===== config.mk =====
export PLATFORM = sky130hd
export DESIGN_NAME = hazard_scheduler
export DESIGN_NICKNAME = d
export VERILOG_FILES = /design/src/rtl/pipe_pkg.sv /design/src/rtl/md_busy_timer.sv /design/src/rtl/hazard_scheduler.sv
export SDC_FILE = /design/constraint.sdc
export NUM_CORES = 1
export LEC_CHECK = 0
export ABC_CLOCK_PERIOD_IN_PS = 2000
export BUFFER_PORTS_ARGS = -buffer_cell sky130_fd_sc_hd__buf_2
export CORE_MARGIN = 2
export CORE_UTILIZATION = 45
export DETAILED_ROUTE_END_ITERATION = 16
export PLACE_DENSITY = 0.72
export SLEW_MARGIN = 20
export SYNTH_ARGS = -nofsm -noshare
export SYNTH_HDL_FRONTEND = slang
export SYNTH_SLANG_ARGS = --single-unit

===== constraint.sdc =====
create_clock -name clk -period 2 [get_ports clk]
set_clock_uncertainty 0.15 [all_clocks]
set_input_delay 0.1 -clock clk [delete_from_list [all_inputs] [get_ports clk]]
set_output_delay 0.1 -clock clk [all_outputs]
set_load 0.02 [all_outputs]

===== src/rtl/pipe_pkg.sv =====
// Shared types and constants for the pipeline control slice.
// Holds the mult/div state encoding, the zero register id and the stall counter width.
package pipe_pkg;

    typedef enum logic {
        MD_IDLE = 1'b0,
        MD_BUSY = 1'b1
    } md_state_t;

    localparam logic [4:0] REG_ZERO    = 5'd0;
    localparam int         STALL_CNT_W = 16;

endpackage


===== src/rtl/md_busy_timer.sv =====
// Tracks an in-flight mult/div operation: start launches it, busy is high for MD_CYCLES cycles.
// Ports: clk, rst_n (async, active-low), start (one-cycle launch pulse), busy (registered).
module md_busy_timer
    import pipe_pkg::*;
#(
    parameter int MD_CYCLES = 32
) (
    input  logic clk,
    input  logic rst_n,
    input  logic start,
    output logic busy
);

    localparam int CW = (MD_CYCLES > 2) ? $clog2(MD_CYCLES) : 1;
    localparam logic [CW-1:0] CNT_LOAD = CW'(MD_CYCLES - 1);

    md_state_t     state;
    logic [CW-1:0] cnt;

    // A start while busy cannot occur: the hazard logic holds any
    // mult/div in ID until busy drops, so it is ignored here.
    always_ff @(posedge clk or negedge rst_n) begin
        if (!rst_n) begin
            state <= MD_IDLE;
            cnt   <= '0;
            busy  <= 1'b0;
        end else begin
            unique case (state)
                MD_IDLE: begin
                    if (start) begin
                        state <= MD_BUSY;
                        cnt   <= CNT_LOAD;
                        busy  <= 1'b1;
                    end
                end
                MD_BUSY: begin
                    if (cnt == '0) begin
                        state <= MD_IDLE;
                        busy  <= 1'b0;
                    end else begin
                        cnt <= cnt - 1'b1;
                    end
                end
                default: begin
                    state <= MD_IDLE;
                    busy  <= 1'b0;
                end
            endcase
        end
    end

endmodule


===== src/rtl/hazard_scheduler.sv =====
// Hazard controller beside ID: load-use stalls, taken-branch flushes, mult/div sequencing.
// Ports: ID/EX hazard inputs in; pc/ifid enables, flush, bubble, md_start, md_busy, stall_cnt out.
module hazard_scheduler
    import pipe_pkg::*;
#(
    parameter int MD_CYCLES = 32
) (
    input  logic                   clk,
    input  logic                   rst_n,
    input  logic [4:0]             id_rs,
    input  logic [4:0]             id_rt,
    input  logic                   id_uses_rs,
    input  logic                   id_uses_rt,
    input  logic                   id_md_op,
    input  logic                   id_hilo_rd,
    input  logic [4:0]             ex_rd,
    input  logic                   ex_mem_read,
    input  logic                   ex_branch_taken,
    output logic                   pc_write,
    output logic                   ifid_write,
    output logic                   ifid_flush,
    output logic                   idex_bubble,
    output logic                   md_start,
    output logic                   md_busy,
    output logic [STALL_CNT_W-1:0] stall_cnt
);

    logic load_use;
    logic md_hazard;
    logic flush;
    logic sel_flush;
    logic sel_stall;
    logic sel_norm;

    assign load_use = ex_mem_read && (ex_rd != REG_ZERO) &&
                      ((id_uses_rs && (ex_rd == id_rs)) ||
                       (id_uses_rt && (ex_rd == id_rt)));

    assign md_hazard = md_busy && (id_hilo_rd || id_md_op);
    assign flush     = ex_branch_taken;

    // One-hot selects encode flush > stall > normal.
    assign sel_flush = flush;
    assign sel_stall = !flush && (load_use || md_hazard);
    assign sel_norm  = !flush && !load_use && !md_hazard;

    always_comb begin
        pc_write    = 1'b1;
        ifid_write  = 1'b1;
        ifid_flush  = 1'b0;
        idex_bubble = 1'b0;
        unique case (1'b1)
            sel_flush: begin
                ifid_flush  = 1'b1;
                idex_bubble = 1'b1;
            end
            sel_stall: begin
                pc_write    = 1'b0;
                ifid_write  = 1'b0;
                idex_bubble = 1'b1;
            end
            sel_norm: begin
                pc_write    = 1'b1;
            end
            default: begin
                pc_write    = 1'b1;
            end
        endcase
    end

    // Launch only when the mult/div actually leaves ID.
    assign md_start = id_md_op && sel_norm;

    md_busy_timer #(
        .MD_CYCLES (MD_CYCLES)
    ) u_md_timer (
        .clk   (clk),
        .rst_n (rst_n),
        .start (md_start),
        .busy  (md_busy)
    );

    always_ff @(posedge clk or negedge rst_n) begin
        if (!rst_n) begin
            stall_cnt <= '0;
        end else if (!pc_write && (stall_cnt != '1)) begin
            stall_cnt <= stall_cnt + 1'b1;
        end
    end

endmodule


## Yosys cells after proc, flatten, opt, wreduce, memory -nomap -nowiden

Index checks and enable logic that the tools add are counted.

| word-level totals | value |
|---|---|
| output and inout port bits | 22 |
| logic and storage cells | 46 |
| register bits after elaboration | 23 |

| operators by class | value |
|---|---|
| bitwise gates (word level) | 1 |
| reduce and logical (&&, ||, !) cells | 21 |
| add/sub/neg operators | 2 |
| multiplexer cells | 12 |
| equal/unequal tests | 6 |

Operators by type and width:

| kind | number |
|---|---|
| $add A16 B1 Y16 const B | 1 |
| $ne A16 B16 Y1 const B | 1 |
| $eq A5 B5 Y1 | 2 |
| $logic_and A1 B1 Y1 | 10 |
| $mux W5 | 2 |
| $pmux W5 S2 | 1 |
| $mux W1 | 7 |
| $ne A2 B2 Y1 const B | 3 |
| $logic_not A5 Y1 | 1 |
| $reduce_bool A5 Y1 | 1 |
| $sub A5 B1 Y5 const B | 1 |
| $pmux W1 S2 | 2 |
| $reduce_and A2 Y1 | 2 |
| $logic_not A1 Y1 | 3 |
| $logic_or A1 B1 Y1 | 3 |
| $reduce_or A2 Y1 | 1 |
| $not A1 Y1 | 1 |

## Longest topological paths before layout

| depth | value |
|---|---|
| depth after elaboration | 10 |
| mapped depth | 7 |
| mapped depth without buffers | 6 |

## By module

From an unflattened synthesis, not the netlist that was laid out.

| unflattened totals | value |
|---|---|
| cell total of the unflattened synthesis | 127 |
| area, all modules | 1292.5 um^2 |

Modules (own cells, without submodules):

| module | cells each | times used | area an instance (um^2) | sequential area each (um^2) |
|---|---|---|---|---|
| hazard_scheduler | 98 | 1 | 969.7 | 400.4 |
| md_busy_timer | 29 | 1 | 322.8 | 175.2 |

## Least setup slack after synthesis

No wires, ideal clock.

| timing | value |
|---|---|
| path kind | reg-to-reg |
| start point | reg stall_cnt[0] |
| end point | reg stall_cnt[7] |
| path slack | -277 ps |
| data required time | 1718 ps |
| stages on the path, launching flop included | 8 |
| buffers on the path | 1 |
| period minus slack after synthesis | 2277 ps |
| library setup time | 132 ps |
| data arrival time | 1995 ps |
| path through | dfrtp_1 > ha_1 > and2_0 > and4_4 > a2111oi_4 > buf_6 > nand4_1 > xnor2_1 |

| on the way | value |
|---|---|
| word-level cells in the longest chain between the ends | 2 |

RTL lines:

| element | line | source |
|---|---|---|
| start: declaration | hazard_scheduler.sv:25 | `output logic [STALL_CNT_W-1:0] stall_cnt` |
| start signal: assignment | hazard_scheduler.sv:87 | `stall_cnt <= stall_cnt + 1'b1;` |
| parallel branches: the longest is 2 deep, another holds $add A16 B1 Y16 | - |  |

Parallel ways; which one is timed is not known.
A chain may end at the register's enable or synchronous reset.

## Worst setup path after layout

| timing | value |
|---|---|
| start point | reg stall_cnt[1] |
| end point | reg stall_cnt[1] |

The elaborated chain is that of the path after synthesis.

==> metrics.md <==
| Metric | Value |
|---|---|
| Register bit total from synthesis | 23 |
| Post-synthesis sequential area ratio | 0.407 |
| Number of synthesized flops with an enable pin | 0 |
| Setup_tns | -63.2 ps |
| Via/cell ratio | 5.30 |
| Top post-synthesis cells by area | dfrtp_1, xnor2_1, nand3_1 |
| Root Driver | clkbuf_4 |
| Most numerous cell in the Yosys netlist | xnor2_1 |
| Core area | 0.00303 mm2 |
| Post-Layout Cell Count | 251 |
| Initial antenna violation count | 0 |
| Clk buf depth | 2 |
| Drt first pass iters | 4 |
| CP startpoint kind | register |
| Worst hold path class | in -> reg |
| Worst-path fanout max | 5 |
| Number of port buffers | 44 |
| Clock transition at the registers of the reported paths | 130 ps |
| Startpoint of the worst-slack reg-to-reg timing path | stall_cnt[1] |
| LEAKAGE | 0.815 nW |
| Syn_area_per_cell | 9.62 um2 |
| IO Count | 45 |
| R2R depth | 7 |
| Max_cap viols | 0 |
| Placer Congestion | 0.851 |
| Number of max-slew violations in the final report | 0 |
| Power per standard cell area | 1010 mW/mm2 |
| Final Hold Vio Count | 0 |
| Final nets | 234 |
| Initial Util | 0.467 |
| Slew headroom | 0.653 |
| Synth Cell Area | 0.00141 mm2 |
| Crit Path Class | reg -> reg |
| Cts bufs inserted | 3 |
| Total Power | 1.85 mW |
| F_max | 489 MHz |
| Ant diodes | 0 |
| Placement Cell Area | 0.00178 mm2 |
| Synth Instances | 147 |
| Total of warnings raised by yosys | 0 |
| Slowest CP cell | dfrtp_2 |
| Synth area leader | dfrtp_1 |
| Peak VDD IR | 651 uV |
| Critical path's largest stage delay | 450 ps |
| Die area | 0.00361 mm2 |
| First DRT Iteration DRCs | 46 |
| Vias | 1330 |
| Routed WL | 3450 um |
| Final Cell Area | 0.00183 mm2 |
| Status | finished, violations left |
| CTS tree | built |
| Dpl cells | 244 |
| Top-area cell type share of the netlist area | 0.407 |
| FILL cells | 259 |
| Final worst slack | -43.8 ps |
| Largest net degree at the start of global routing | 24 |
| Final setup viols | 2 |
| Layout cells sized above 1 | 0.377 |
| Worst Path Required | 2060 ps |
| Clock latency on the worst-skew pair | 310 ps |
| Row cnt | 20 |
| First-pass GRT wire length | 5670 um |
| Crit share post-route | 1.02 |
| Total grt overflow | 0 |
| Syn Nets | 173 |
| Worst Tran Pin Value | 521 ps |
| Pre-CTS setup slack | 6.33 ps |
| CP Capture Type | register |
| Vias in the first global route | 1291 |
| Fin crit period | 2040 ps |
| Wire length per cell | 13.8 um |
| CP Cell Sequence | ha_4 -> and2_4 -> and4_4 -> a2111oi_4 -> buf_4 -> nand2_2 -> mux2_2 |
| CTS H-Tree Depth | 1 |
| CTS Sinks | 23 |
| RSZ-0062 raised after global routing | yes |
| Synth cell types | 35 |
| DRC | 0 |
| Top FF cell, synth | dfrtp_1 |
| Antenna Nets Post-Route | 0 |
| Die W | 60.1 um |
| CP endpoint | stall_cnt[1] |
| RR Endpoint | stall_cnt[1] |
| P&R area growth vs syn | 29.7% |
| Synth async-reset ratio | 1.00 |
| Post-synth top cells | xnor2_1, dfrtp_1, nor2_1, nand3_1 |
| Post-DP HPWL | 2680 um |
| R2R Setup Slk | -40 ps |
| Failing checks | setup timing |
| Die Ht | 60.1 um |
| Worst Setup SP | stall_cnt[1] |
| GRT Total Usage | 0.207 |
| Worst EP arrival | 2110 ps |
## worst min path at each step
stage	start	to	cells after the start
after detailed placement	rst_n	u_md_timer.cnt[4]	1
after global placement	rst_n	u_md_timer.cnt[4]	1
after CTS	id_md_op	u_md_timer.cnt[4]	3
after global routing	id_md_op	u_md_timer.cnt[4]	3
after floorplan	rst_n	stall_cnt[0]	0
final	id_md_op	u_md_timer.cnt[4]	3
## sequential cells by signal, indices dropped and copies added (netlist names)
name and flops:
stall_cnt 16, u_md_timer.busy 1, u_md_timer.cnt 5, u_md_timer.state 1
## critical path, delay by kind of cell (launching register included)
family / cells / cell delay, ps
AOI/OAI and AO/OA: 1 / 340
adders and majority gates: 1 / 160
buffers and inverters: 1 / 210
DFF: 1 / 450
muxes: 1 / 260
and+or+nand+nor: 3 / 380
## stage by stage
| stage | utilization | hold slack (ps) |
|---|---|---|
| 6_report | 0.606 | 7.59 |
| 5_1_grt | 0.606 | 37.4 |
| 4_1_cts | 0.602 | 0.321 |
| 3_5_place_dp | 0.587 | -41.4 |
| 3_3_place_gp | 0.587 | -48.2 |
| 2_1_floorplan | - | -346 |
## cell families (layout without fill, tap and decap cells)
family / after synthesis / count (layout) / share of synthesized area
mux: 1 / 1 / 0.00796
simple gates: 67 / 67 / 0.257
flops: 23 / 23 / 0.407
buf+inv: 8 / 68 / 0.0372
compound gates: 20 / 20 / 0.110
fa+ha+maj: 3 / 3 / 0.0266
xor+xnor: 25 / 25 / 0.155
## report_power, final
group / switching [mW] / internal (mW)
combinational: 0.484 / 0.409
sequential: 0.130 / 0.602
clock: 0.145 / 0.0747
## area by class of cell
type | count | area (um2) | area share
inverters | 3 | 11.3 | 0.00614
repair buffers | 61 | 354 | 0.193
flip-flops and latches | 23 | 581 | 0.317
multi-input cells | 116 | 806 | 0.439
clock inverters | 1 | 5.00 | 0.00273
clock buffers | 3 | 22.5 | 0.0123
well taps | 44 | 55.1 | 0.0300
## cell usage in the layout, fill, tap and decap left out, types with 4 or more instances in the layout
cell type,count
a21oi_1,4
and3_1,4
buf_2,44
buf_4,15
dfrtp_1,19
dfrtp_2,4
nand2_1,9
nand3_1,11
nand4_1,9
nor2_1,13
nor3_1,4
xnor2_1,25
## routing by layer
| layer | vias to the layer above | global-route usage | routed length (um) |
|---|---|---|---|
| li1 | 644 | - | - |
| met4 | 0 | 0.0825 | 63 |
| met2 | 26 | 0.359 | 1810 |
| met1 | 652 | 0.257 | 1480 |
| met3 | 8 | 0.0260 | 96 |
| met5 | - | 0 | 0 |
## what timing repair did
action | 4_1_cts | 5_1_grt
pin swaps | 0 | 4
hold buffers | 1 | 0
endpoints found under the hold margin | 23 | 0
resized for setup | 0 | 1
endpoints found under the setup margin | 4 | 14
setup buffers | 1 | 1
(Power assumes the default switching activity.)
